**src/rtl/mrd_fsm_ctrl.sv**
```systemverilog
// Frame sequencer for the memory-reorder block.
// Walks Idle -> Sink -> Wait_to_rd -> Rd -> Wait_wr_end -> Source -> Idle.
// Along the way it issues start strobes, enforces watchdogs, counts frames
// and keeps sticky error flags. Every output comes straight from a register.
module mrd_fsm_ctrl #(
  parameter int WAIT_RD_CYC = 4,
  parameter int WR_LAT      = 6,
  parameter int TMO         = 4095,
  parameter int wFRM        = 8
) (
  input  logic            clk,
  input  logic            rst_n,
  input  logic            in_valid_i,
  input  logic            sink_end_i,
  input  logic            sink_ovt_i,
  input  logic            rd_done_i,
  input  logic            src_done_i,
  input  logic            err_clr_i,
  output logic [2:0]      fsm_o,
  output logic            rd_start_o,
  output logic            src_start_o,
  output logic            abort_o,
  output logic            busy_o,
  output logic [wFRM-1:0] frame_cnt_o,
  output logic            err_ovt_o,
  output logic            err_tmo_o,
  output logic            err_drop_o
);

  typedef enum logic [2:0] {
    S_IDLE = 3'd0,
    S_SINK = 3'd1,
    S_WRD  = 3'd2,
    S_RD   = 3'd3,
    S_WWR  = 3'd4,
    S_SRC  = 3'd5
  } state_t;

  // Terminal counter values; the counter restarts at 0 on every state change,
  // so these are the values seen in the last cycle spent in a state.
  localparam logic [11:0]     WRD_LAST = 12'(WAIT_RD_CYC - 1);
  localparam logic [11:0]     WWR_LAST = 12'(WR_LAT - 1);
  localparam logic [11:0]     TMO_LAST = 12'(TMO - 1);
  localparam logic [wFRM-1:0] FRM_ONE  = wFRM'(1);

  state_t            state_q, state_d;
  logic [11:0]       cnt_q;
  logic              rd_start_q, src_start_q, abort_q, busy_q;
  logic [wFRM-1:0]   frame_cnt_q;
  logic              err_ovt_q, err_tmo_q, err_drop_q;
  logic              set_ovt, set_tmo, set_drop, frame_done;

  // Next-state decode and error/frame event detection from the current state.
  always_comb begin
    state_d    = state_q;
    set_ovt    = 1'b0;
    set_tmo    = 1'b0;
    frame_done = 1'b0;
    set_drop   = 1'b0;
    case (state_q)
      S_IDLE: if (in_valid_i) state_d = S_SINK;
      S_SINK: begin
        if (sink_end_i) begin
          state_d = S_WRD;
        end else if (sink_ovt_i) begin
          state_d = S_IDLE;
          set_ovt = 1'b1;
        end
      end
      S_WRD: begin
        set_drop = in_valid_i;
        if (cnt_q == WRD_LAST) state_d = S_RD;
      end
      S_RD: begin
        set_drop = in_valid_i;
        if (rd_done_i) begin
          state_d = S_WWR;
        end else if (cnt_q == TMO_LAST) begin
          state_d = S_IDLE;
          set_tmo = 1'b1;
        end
      end
      S_WWR: begin
        set_drop = in_valid_i;
        if (cnt_q == WWR_LAST) state_d = S_SRC;
      end
      S_SRC: begin
        set_drop = in_valid_i;
        if (src_done_i) begin
          state_d    = S_IDLE;
          frame_done = 1'b1;
        end else if (cnt_q == TMO_LAST) begin
          state_d = S_IDLE;
          set_tmo = 1'b1;
        end
      end
      default: state_d = S_IDLE;
    endcase
  end

  // State, counter and all registered outputs.
  always_ff @(posedge clk) begin
    if (!rst_n) begin
      state_q     <= S_IDLE;
      cnt_q       <= '0;
      rd_start_q  <= 1'b0;
      src_start_q <= 1'b0;
      abort_q     <= 1'b0;
      busy_q      <= 1'b0;
      frame_cnt_q <= '0;
      err_ovt_q   <= 1'b0;
      err_tmo_q   <= 1'b0;
      err_drop_q  <= 1'b0;
    end else begin
      state_q     <= state_d;
      cnt_q       <= (state_d != state_q) ? 12'd0 : cnt_q + 12'd1;
      rd_start_q  <= (state_d == S_RD)  && (state_q != S_RD);
      src_start_q <= (state_d == S_SRC) && (state_q != S_SRC);
      abort_q     <= set_ovt | set_tmo;
      busy_q      <= (state_d != S_IDLE);
      if (frame_done) frame_cnt_q <= frame_cnt_q + FRM_ONE;
      // A new error event takes priority over a coincident clear.
      if (set_ovt)        err_ovt_q <= 1'b1;
      else if (err_clr_i) err_ovt_q <= 1'b0;
      if (set_tmo)        err_tmo_q <= 1'b1;
      else if (err_clr_i) err_tmo_q <= 1'b0;
      if (set_drop)       err_drop_q <= 1'b1;
      else if (err_clr_i) err_drop_q <= 1'b0;
    end
  end

  assign fsm_o       = state_q;
  assign rd_start_o  = rd_start_q;
  assign src_start_o = src_start_q;
  assign abort_o     = abort_q;
  assign busy_o      = busy_q;
  assign frame_cnt_o = frame_cnt_q;
  assign err_ovt_o   = err_ovt_q;
  assign err_tmo_o   = err_tmo_q;
  assign err_drop_o  = err_drop_q;

endmodule

```
**config.mk**
```make
export PLATFORM = sky130hd
export DESIGN_NAME = mrd_fsm_ctrl
export DESIGN_NICKNAME = d
export VERILOG_FILES = /design/src/rtl/mrd_fsm_ctrl.sv
export SDC_FILE = /design/constraint.sdc
export NUM_CORES = 1
export LEC_CHECK = 0
export ABC_AREA = 1
export CAP_MARGIN = 10
export CORE_MARGIN = 2
export CORE_UTILIZATION = 52
export CTS_CLUSTER_DIAMETER = 150
export DETAILED_ROUTE_END_ITERATION = 10
export PLACE_DENSITY = 0.85
export REMOVE_ABC_BUFFERS = 1
export SETUP_SLACK_MARGIN = 0.15
export SYNTH_ARGS = -nofsm -noshare
export SYNTH_HDL_FRONTEND = slang
export SYNTH_SLANG_ARGS = --single-unit
```
**constraint.sdc**
```tcl
create_clock -name clk -period 1.97 [get_ports clk]
set_input_delay 0.394 -clock clk [delete_from_list [all_inputs] [get_ports clk]]
set_output_delay 0.394 -clock clk [all_outputs]
set_load 0.03 [all_outputs]
```
## Word-level counts from Yosys, hierarchy flattened

Cells that the tools add are included.

| operators by class | value |
|---|---|
| add/sub/neg operators | 2 |
| equality and inequality tests | 13 |
| mux-type cells | 23 |
| bitwise gates (word level) | 2 |
| reductions and logical operators | 9 |

Operators with widths:

| kind | count |
|---|---|
| two-way mux 3 bit | 8 |
| case mux 3 bit (6 select lines) | 1 |
| two-way mux 1 bit | 13 |
| adder 12 x 1 -> 12 bit, second input constant | 1 |
| equality test 12 bit, second input constant | 1 |
| equality test 12 x 2 -> 1 bit, second input constant | 1 |
| equality test 12 x 3 -> 1 bit, second input constant | 1 |
| equality test 3 x 2 -> 1 bit, second input constant | 3 |
| equality test 3 bit, second input constant | 3 |
| adder 8 x 1 -> 8 bit, second input constant | 1 |
| nonzero test 2 bit | 3 |
| OR reduction 4 bit | 1 |
| equality test 3 x 1 -> 1 bit, second input constant | 1 |
| logical NOT 3 bit | 1 |
| != test 3 x 2 -> 1 bit, second input constant | 1 |
| != test 3 bit | 1 |
| != test 3 bit, second input constant | 1 |
| nonzero test 3 bit | 1 |
| logical AND 1 bit | 2 |
| case mux 1 bit (2 select lines) | 1 |
| OR reduction 2 bit | 1 |
| NOT 1 bit | 1 |
| bitwise OR 1 bit | 1 |

| storage, ports and cells | value |
|---|---|
| bits in registers | 30 |
| bits of input ports | 8 |
| output and inout port bits | 18 |
| logic and storage cells | 59 |

## Depth between registers and ports, before layout

| logic depth | value |
|---|---|
| depth in word-level cells | 6 |
| gate-level depth with buffers | 14 |
| depth with buffers taken out | 13 |

## Worst setup path before layout

Ideal clock, no wire load.

| path | value |
|---|---|
| path type | reg-to-reg |
| from | register state_q[1], in the netlist fsm_o[1] |
| to | register cnt_q[7] |
| library setup time | 119 ps |
| data arrival time | 1,595 ps |
| data required time | 1,851 ps |
| path slack | 256 ps |
| stages on the path, launching flop included | 13 |
| path buffers | 1 |
| clock period less this slack | 1,714 ps |
| cells stage by stage | dfxtp_1 > inv_2 > nor3_2 > nand2_1 > o21ai_1 > nand2_1 > nand3_2 > nand2_2 > nand2_1 > nand2_1 > nand2_2 > buf_6 > nor2_2 |

| on the way | value |
|---|---|
| cells in the longest elaborated chain, start to end | 5 |
| elaborated cells between the ends (all ways) | 17 |
| those cells by class | eq/ne (6); mux (9); reduce/logical (2) |

Ends and longest elaborated chain:

| what | line | text |
|---|---|---|
| start, declared | 46 | `state_t state_q, state_d;` |
| start signal, assigned | 115 | `state_q <= state_d;` |
| two-way mux 3 bit, on equally long branches | 78, 92, 65 |  |
| two-way mux 3 bit, on equally long branches | 89, 63, 76 |  |
| case mux 3 bit (6 select lines) | 60 | `case (state_q)` |
| != test 3 bit (*) | 116 | `cnt_q <= (state_d != state_q) ? 12'd0 : cnt_q + 12'd1;` |
| OR reduction 2 bit (no line) (*) | n/a |  |
| end signal, assigned | 116 |  |
| end, declared | 47 | `logic [11:0] cnt_q;` |

Mark *: on every way between the ends. The rest lies on a longest branch, timed or not.
A chain may end at the register's enable or synchronous reset.

## Worst setup path in the final report

| path | value |
|---|---|
| from | register state_q[2], in the netlist fsm_o[2] |
| to | output fsm_o[2] |

RTL lines:

| what | line | text |
|---|---|---|
| end, declared | 19 | `output logic [2:0] fsm_o,` |

No word-level cell between the ends.

==> reports/results.tsv <==
stage	metric	value	unit
cells_and_area	area delta synth->final	26.80	%
critical_path	Critical Path RT	1.58	ns
critical_path	CP Class	flop to output pin	
clock_network	Post-CTS Setup Inserts	0	
drt	Iter 0 DRT Violations	23	
sta	final hold slack	0.4602	ns
sta	RSZ-0062 raised after global routing	false	
sta	Sum Neg Setup Slack	0	ns
clock_network	Root Driver	clkbuf_4	
critical_path	CP bufs+invs	1	
critical_path	R2R Setup Slk	0.28	ns
global_routing	Tot GR Track Use	18.77	%
floorplanning	Die ar.	3385	µm²
sta	Setup Viol. Count Final	0	
drt	vias per inst	5.048	
critical_path	Worst setup EP type	output pin	
placed_design	GP Congestion	0.8342	
logic_synthesis	Seq cells post-synth	30	
floorplanning	Top Ports	26	
cells_and_area	fin util	69.59	%
drt	drt pass-1 iters	4	
global_routing	largest net degree at the start of global routing	15	
logic_synthesis	ys flop type	dfxtp_1	
logic_synthesis	synthesized instance count	204	
global_routing	first-pass GRT wire length	4774	µm
floorplanning	Die Wd	58.18	µm
critical_path	CP Max Fanout	9	
cells_and_area	Final nets	252	
logic_synthesis	Seq/Total Area, Yosys	39.34	%
logic_synthesis	Synth Warn #	0	
clock_network	CTS tree	built	
drt	antenna-violating nets left	0	
clock_network	# hold bufs at CTS	0	
sta	max frequency	0.5774	GHz
sta	Clock Skews	0.005593	ns
clock_network	worst-skew pair later-pin latency	0.33	ns
placed_design	port bufs	25	
global_routing	number of global-route vias before repair	1163	
pwr	LEAKAGE	0.8522	nW
sta	Relative slew margins	72.85	%
logic_synthesis	library cells used by synthesis	25	
logic_synthesis	Synth top area share	39.34	%
critical_path	CP Launch Type	flop	
flow_run	max-cap viol count	0	
critical_path	Stages on worst setup path	1	
hold_path	Worst Hold Class	flop to flop	
clock_network	cts bufs inserted	5	
sta	Final Hold Vio Count	0	
drt	Routed WL	3045	µm
logic_synthesis	Mean Syn Cell Area	7.483	µm²
placed_design	detailed placer's ending HPWL	2204	µm
floorplanning	Rows	19	
pwr	Power per Cell Area	642.5	nW/µm²
critical_path	Data arrival, critical path	1.34	ns
logic_synthesis	Cell Area, Synth	1526	µm²
sta	fin crit share	87.91	%
floorplanning	Initial Util	54.88	%
clock_network	H-tree levels	2	
logic_synthesis	EDFF count, synth	0	
pwr	maximum VDD drop	0.0006224	V
placed_design	placed cell count	262	
critical_path	depth of the worst register-to-register path	11	
critical_path	gate family responsible for the most delay along the worst path	flip-flops	
drt	routed wire length per instance	11.24	µm
status	status	completed	
sta	Worst Tran Pin Value	0.4068	ns
pwr	Total Power	1.244	mW
critical_path	slowest cell delay on critical path	0.57	ns
global_routing	Overflow after GRT	0	
drt	DR DRC count	0	
clock_network	clock sink count	30	
clock_network	Clk pin slew, worst setup/hold paths	0.08	ns
global_routing	initial antenna violation count	0	
hold_path	hold path depth	1	
clock_network	CTS Buffer Depth	2	
critical_path	Worst path slowest cell	dfxtp_1	
critical_path	crit-path cells	dlygate4sd2_1	
sta	max-slew violation count	0	
floorplanning	Core ar.	2781	µm²
sta	clock period minus final worst setup slack	1.732	ns
cells_and_area	n_diodes	0	
logic_synthesis	post-synth top area cell	dfxtp_1	
drt	vias after detailed routing	1368	
floorplanning	Vert. Die Dim	58.18	µm
cells_and_area	Finished Layout Cells	271	
cells_and_area	layout cell share with drive strength beyond 1	20.00	%
logic_synthesis	ys async rst share	0	%
logic_synthesis	synth top area cells	dfxtp_1 (39%), nand2_1 (7.1%), inv_1 (6.4%)	
layout by cell type (no fill, tap or decap), types with 2 or more instances in the layout:
cell / n
nand2_1: 28
dfxtp_1: 27
inv_1: 26
nor2_1: 22
nand3_1: 17
clkdlybuf4s50_1: 15
nor2_2: 12
a21oi_1: 11
xor2_1: 7
nand2_2: 7
nor3_1: 7
dlygate4sd2_1: 6
ha_1: 5
clkbuf_4: 5
buf_4: 5
nand3_2: 4
o21ai_1: 4
nand4_1: 4
o21ai_0: 4
dlymetal6s2s_1: 4
inv_2: 3
clkbuf_8: 3
dfxtp_2: 3
nand2_4: 2
nor3b_1: 2
through the flow:
step | area, µm² | setup slack (ns)
after global routing | 1936 | 0.1630
after global placement | 1827 | 0.05290
final | 1936 | 0.2382
after CTS | 1899 | 0.04599
after floorplan | 1500 | 0.2210
after detailed placement | 1827 | 0.01866
worst register-to-register path: cells and delay by family (launching register included):
| kind | cells | cell delay [ns] |
|---|---|---|
| adders and majority gates | 1 | 0.18 |
| and+or+nand+nor | 10 | 1.09 |
| DFF | 1 | 0.39 |
registers in the layout, indices dropped and copies added, names as in the netlist:
| signal | cells |
|---|---|
| err_tmo_o | 1 |
| busy_o | 1 |
| fsm_o | 3 |
| rd_start_o | 1 |
| src_start_o | 1 |
| err_drop_o | 1 |
| frame_cnt_o | 8 |
| cnt_q | 12 |
| abort_o | 1 |
| err_ovt_o | 1 |
logic make-up after synthesis:
| kind of cell | share of synthesized area, % |
|---|---|
| compound gates | 7.377 |
| flops | 39.34 |
| xor+xnor | 4.590 |
| simple gates | 35.74 |
| fa+ha+maj | 4.098 |
| buf+inv | 8.852 |
synth_stat cells, types with 5 or more instances:
cell and count:
a21oi_1 11, dfxtp_1 30, ha_1 5, inv_1 26, nand2_1 29, nand2_2 7
nand3_1 17, nor2_1 22, nor2_2 13, nor3_1 7, xor2_1 7
per-layer routing:
layer | global-route usage [%] | wire (µm)
met1 | 21.96 | 1375
met2 | 30.36 | 1438
met3 | 6.920 | 173
met4 | 8.970 | 57
met5 | 0 | 0
final timing paths:
| path | startpoint | to |
|---|---|---|
| worst max-delay path | fsm_o[2] | fsm_o[2] |
| worst min-delay path | cnt_q[0] | cnt_q[0] |
| worst max register to register | cnt_q[1] | cnt_q[0] |
| worst min register to register | cnt_q[0] | cnt_q[0] |
final cells by class:
class	count	area, µm²
Clock buffer	8	78.83
Fill cell	221	845.8
Inverter	29	108.9
Multi-Input combinational cell	143	814.5
Sequential cell	30	604.3
Tap cell	31	38.79
Timing Repair Buffer	30	290.3
report_power, final:
group	internal [mW]	switching [mW]	leakage (nW)
clock network	0.244	0.202	0.0446
registers	0.620	0.0180	0.244
logic	0.0633	0.0970	0.564
repair_timing:
item / 4_1_cts / 5_1_grt
gates resized for setup: 7 / 10
gates cloned: 0 / 1
setup endpoints to repair: 7 / 16
pin swaps: 0 / 1
Note: power is estimated with default switching activity, not from simulation.
